$ cat src/rtl/piso_serializer.sv
// piso_serializer: parallel-in/serial-out shift register with a valid/ready
// load handshake, per-bit shift enable, selectable bit order and a
// frame-done pulse. Back-to-back frames are accepted on the final bit.
// Optional feature macro: PISO_SERIALIZER_PARITY_EN appends an even-parity
// bit (XOR of the loaded word) after the data bits of every frame.
module piso_serializer #(
    parameter int unsigned WIDTH     = 8,
    parameter bit          MSB_FIRST = 1'b0
) (
    input  logic             clk,
    input  logic             rst_n,
    input  logic             load_valid,
    output logic             load_ready,
    input  logic [WIDTH-1:0] load_data,
    input  logic             shift_en,
    output logic             ser_out,
    output logic             ser_valid,
    output logic             done
);

    localparam int unsigned CNT_W = $clog2(WIDTH);

`ifdef PISO_SERIALIZER_PARITY_EN
    typedef enum logic [1:0] {
        ST_IDLE   = 2'd0,
        ST_SHIFT  = 2'd1,
        ST_PARITY = 2'd2
    } state_t;
`else
    typedef enum logic [1:0] {
        ST_IDLE  = 2'd0,
        ST_SHIFT = 2'd1
    } state_t;
`endif

    state_t             state;
    logic [WIDTH-1:0]   sreg;
    logic [WIDTH-1:0]   sreg_shift;
    logic [CNT_W-1:0]   cnt;
    logic               fin_c;
    logic               consume_fin;
    logic               accept;
    logic               load_first;
    logic               shift_first;
`ifdef PISO_SERIALIZER_PARITY_EN
    logic               parity_bit;
`endif

    // Final bit of the frame is currently being presented
`ifdef PISO_SERIALIZER_PARITY_EN
    assign fin_c = (state == ST_PARITY);
`else
    assign fin_c = (state == ST_SHIFT) && (cnt == '0);
`endif

    assign consume_fin = fin_c && shift_en;
    assign load_ready  = rst_n && ((state == ST_IDLE) || consume_fin);
    assign accept      = load_valid && load_ready;

    // Shift toward the output end with zero fill, and pick the bit that
    // will be presented next for a fresh word or a shifted register
    always_comb begin
        sreg_shift  = '0;
        load_first  = 1'b0;
        shift_first = 1'b0;
        if (MSB_FIRST) begin
            sreg_shift  = {sreg[WIDTH-2:0], 1'b0};
            load_first  = load_data[WIDTH-1];
            shift_first = sreg[WIDTH-2];
        end else begin
            sreg_shift  = {1'b0, sreg[WIDTH-1:1]};
            load_first  = load_data[0];
            shift_first = sreg[1];
        end
    end

    // Frame FSM with registered serial outputs and done pulse
    always_ff @(posedge clk or negedge rst_n) begin
        if (!rst_n) begin
            state      <= ST_IDLE;
            sreg       <= '0;
            cnt        <= '0;
            ser_out    <= 1'b0;
            ser_valid  <= 1'b0;
            done       <= 1'b0;
`ifdef PISO_SERIALIZER_PARITY_EN
            parity_bit <= 1'b0;
`endif
        end else begin
            done <= consume_fin;
            if (accept) begin
                state     <= ST_SHIFT;
                sreg      <= load_data;
                cnt       <= CNT_W'(WIDTH - 1);
                ser_valid <= 1'b1;
                ser_out   <= load_first;
`ifdef PISO_SERIALIZER_PARITY_EN
                parity_bit <= ^load_data;
`endif
            end else begin
                case (state)
                    ST_SHIFT: begin
                        if (shift_en) begin
                            if (cnt == '0) begin
`ifdef PISO_SERIALIZER_PARITY_EN
                                state   <= ST_PARITY;
                                ser_out <= parity_bit;
`else
                                state     <= ST_IDLE;
                                ser_valid <= 1'b0;
                                ser_out   <= 1'b0;
`endif
                            end else begin
                                sreg    <= sreg_shift;
                                cnt     <= cnt - CNT_W'(1);
                                ser_out <= shift_first;
                            end
                        end
                    end
`ifdef PISO_SERIALIZER_PARITY_EN
                    ST_PARITY: begin
                        if (shift_en) begin
                            state     <= ST_IDLE;
                            ser_valid <= 1'b0;
                            ser_out   <= 1'b0;
                        end
                    end
`endif
                    default: begin
                        state <= ST_IDLE;
                    end
                endcase
            end
        end
    end

endmodule

$ cat config.mk
export PLATFORM = sky130hd
export DESIGN_NAME = piso_serializer
export DESIGN_NICKNAME = d
export VERILOG_FILES = /design/src/rtl/piso_serializer.sv
export SDC_FILE = /design/constraint.sdc
export NUM_CORES = 1
export LEC_CHECK = 0
export BUFFER_PORTS_ARGS = -buffer_cell sky130_fd_sc_hd__buf_2
export CORE_MARGIN = 3
export CORE_UTILIZATION = 46
export CTS_CLUSTER_DIAMETER = 40
export DETAILED_ROUTE_END_ITERATION = 10
export HOLD_SLACK_MARGIN = 0.1
export PLACE_DENSITY_LB_ADDON = 0.15
export SLEW_MARGIN = 5
export SYNTH_ARGS = -nofsm -noshare
export SYNTH_HDL_FRONTEND = slang
export SYNTH_SLANG_ARGS = --single-unit
$ cat constraint.sdc
create_clock -name clk -period 1.9 [get_ports clk]
set_input_delay 0.38 -clock clk [delete_from_list [all_inputs] [get_ports clk]]
set_output_delay 0.38 -clock clk [all_outputs]
set_load 0.01 [all_outputs]
==> metrics list <==
- Share of the core filled with cells: ~63%
- Broken down by cell family, the worst path's largest delay share belongs to buffers and inverters.
* Number of flops mapped to enable cells by yosys: 0
* Part of the total power dissipated in the clock network: 17.6%
* Critical Path End Type: primary output
- Based on the critical path, the design can be clocked at up to approximately 0.55 GHz.
- For this block, wires on met1 add up to 786 µm.
* Final hold vios: 0
- Max Used Layer: met4
* Total congestion overflow after global routing: 0
* Crit path cell chain: dlygate4sd3_1 > clkbuf_4 > a21boi_2 > buf_2
* Data required time at the worst endpoint: 1520 ps
- Buffer cell driving the clock tree root: sky130_fd_sc_hd__clkbuf_4
* Deepest level of the CTS H-tree: 1
- Clock-pin slew was measured on the worst setup and hold paths at 90 ps.
- Worst vdd ir: 0.710 mV
- Vias in the first global route: 631
* Final slew viol count: 0
- Tightest hold margin: approximately 320 ps
- The min-delay analysis places its worst path in the category primary input to flip-flop.
* Post-route clock period utilization: between 90% and 100%
* Clock Skew: 2.18 ps
- Most used flip-flop cell after synthesis: sky130_fd_sc_hd__dfrtp_1
* Result of the run: finished clean
- At the end of the flow, the number of nets in the layout was 107.
* Proportion of total power due to net switching: 38.4%
- In the post-synthesis netlist, the biggest area contributors are sky130_fd_sc_hd__dfrtp_1 47%, sky130_fd_sc_hd__nand3_1 6.0%, sky130_fd_sc_hd__o21ai_0 6.0%, sky130_fd_sc_hd__a211oi_1 5.0%, sky130_fd_sc_hd__a31oi_1 5.0%.
* Top-count cell post-synth: sky130_fd_sc_hd__dfrtp_1
* Post-DR wirelength/cell: 15.5 µm
* Synth cell count leaders: 14 x sky130_fd_sc_hd__dfrtp_1, 9 x sky130_fd_sc_hd__nand3_1, 9 x sky130_fd_sc_hd__o21ai_0
- In this run the static leakage power is 0.418 nW.
- The share of the Yosys chip area taken by registers is roughly 47%.
- Area share of the largest cell type after synthesis: a little under half
* Worst relative slew slack: about three quarters
* Standard cell area after detailed placement: 821 µm²
* Die height: 46.5 µm
* Peak per-stage delay on the critical path: 520 ps
- Global routing used 17.3% of the available tracks across all layers.
- Worst path arrival time: 1450 ps
- Number of design rule violations left after detail routing: 0
- The synthesized design contains 14 register bits.
* Total internal power: 0.773 mW
- Mapped Cells: 77
* Number of endpoints failing setup at the final stage: 0
- CP Max Fanout: 8
- Crit path launch type: primary input
- CP max stage cell: sky130_fd_sc_hd__dlygate4sd3_1
- Async SR Flop Fraction: 100%
- For this design the ratio of total power to cell area is 1420 nW/µm².
* Die extent in x: 46.5 µm
- Longest Clk Path Bufs: 2
* Area of the core: 1420 µm²
- The clock net in this run drives a total of 14 sinks.
- Netlist area before placement: approximately 750 µm²
- Once detail routing completed, the nets flagged for antenna violations numbered 0.
* IO Port Bufs: 15
- First-pass GRT wire length: 2680 µm
* Via count: 629
* Post-layout instance area: ~900 µm²
* Synthesis-to-finish area growth: 17.6%
- Largest net degree at the start of global routing: 14
* Combinational share of power: between 30% and 40%
- For the pin with the worst max-slew slack, the measured transition is 397 ps.
- The initial antenna violation count came to 0.
- Share of final-layout standard cells stronger than drive strength 1: 29.3%
* Synthesis Warnings: 0
* Number of distinct library cells after synthesis: 25
- Each instance of the synthesized netlist takes up on average 9.78 µm².
* Met2 Routed Length: 774 µm
* Die area: 2160 µm²
* Row cnt: 13
- The worst register-to-register path has a depth of 2.
- Instance count along the most critical hold path: 3
* Via-per-instance ratio: 5.88
- Number of antenna diodes: 0
- Adding up every negative setup slack in the final design gives 0 ps.
- Unrepaired setup endpoints after global routing: no
- First-pass iteration count of the detailed router: 4
- Critical path class: primary input to primary output
- Logic depth of the worst path, buffers included: 4
- Sequential cells burn 42.6% of the power.
- Clock buffer count from CTS: 3
* Minimum clock period: 1830 ps
- Sw Pwr: 0.483 mW
- TritonCTS built the clock tree.
- Summed over all nets, wire length on met3 after detailed routing comes to 78 µm.
- For this configuration, the core starts out at a cell density of a little over half.
* Max capacitance violation total: 0
- sky130_fd_sc_hd__dfrtp_1 takes more of the synthesized area than any other cell.
* Final HPWL from detailed placement: 1160 µm
- WP buf/inv: 3
* Skew-Pair Late Insertion Delay: roughly 280 ps
* Detailed Route WL: 1650 µm
- Synthesis produced a netlist with a net count of 91.
- 16 I/O pins were placed.
- In this run, the number of DRC markers left after iteration 0 of detailed routing was 18.
- RD Place Congestion: 0.761
==> per-stage QoR <==
step	power (mW)	cells	worst slack, ps
after floorplan	0.885	77	310
after global placement	0.981	102	242
after detailed placement	0.998	102	183
after CTS	1.23	107	30.9
after global routing	1.35	107	17.2
final	1.26	107	65.2
==> power groups by stage <==
stage	logic [mW]	registers (mW)	clock network [mW]
final	0.499	0.536	0.221
after global routing	0.565	0.555	0.230
after CTS	0.477	0.530	0.223
after detailed placement	0.465	0.533	0
after global placement	0.453	0.528	0
after floorplan	0.383	0.502	0
==> cell usage in the layout (no fill, tap or decap), types with 2 or more instances in the layout <==
cell                       count
sky130_fd_sc_hd__a211oi_1      5
sky130_fd_sc_hd__a31oi_1       6
sky130_fd_sc_hd__buf_2        14
sky130_fd_sc_hd__clkbuf_4      4
sky130_fd_sc_hd__dfrtp_1      14
sky130_fd_sc_hd__inv_1         3
sky130_fd_sc_hd__mux2i_1       2
sky130_fd_sc_hd__nand2_1       6
sky130_fd_sc_hd__nand3_1       9
sky130_fd_sc_hd__o21ai_0       9
==> registers in the layout, summed over array words and instances (netlist names) <==
register   count
ser_out        1
cnt            3
ser_valid      1
sreg           7
state          1
done           1
==> metal layers <==
metal	track usage, %	up-vias
li1	-	309
met1	22.4	304
met2	27.5	14
met3	3.13	2
met4	8.52	0
met5	0	-
==> worst register-to-register path, cell delays in order (launching register included) <==
cell and delay (ps):
sky130_fd_sc_hd__dfrtp_1 590, sky130_fd_sc_hd__nand2_1 330, sky130_fd_sc_hd__o311ai_0 420
==> what timing repair did <==
action                     in CTS  in global routing
resized for setup               3                  3
setup endpoints to repair       1                  1
hold buffers                    1                  0
hold endpoints to repair        5                  0
buffers inserted                0                  0
==> area by class of cell <==
cell class / count / area [µm²]
repair buffers: 17 / 95.1
well taps: 15 / 18.8
multi-input cells: 53 / 370
inverters: 4 / 15.0
flip-flops and latches: 14 / 350
fillers: 112 / 529
clock buffers: 4 / 36.3
==> path summary, 6_finish.rpt <==
kind                              start          to  slack (ps)
max                               rst_n  load_ready          70
min                        load_data[7]     sreg[7]         320
max reg2reg                    state[0]      cnt[1]         440
min reg2reg                   ser_valid   ser_valid         520
max in group asynchronous         rst_n      cnt[2]        1110
min in group asynchronous         rst_n      cnt[1]         460
==> cells by family (layout without fill, tap and decap cells) <==
group / count (synthesis) / count (layout) / share of synthesized area (%)
and+or+nand+nor: 23 / 23 / 17.3
muxes: 2 / 2 / 2.66
adders and majority gates: 2 / 2 / 3.32
buffers and inverters: 10 / 25 / 6.48
AOI/OAI and AO/OA: 26 / 26 / 23.8
DFF: 14 / 14 / 46.5
Note: power is estimated with default switching activity, not from simulation.
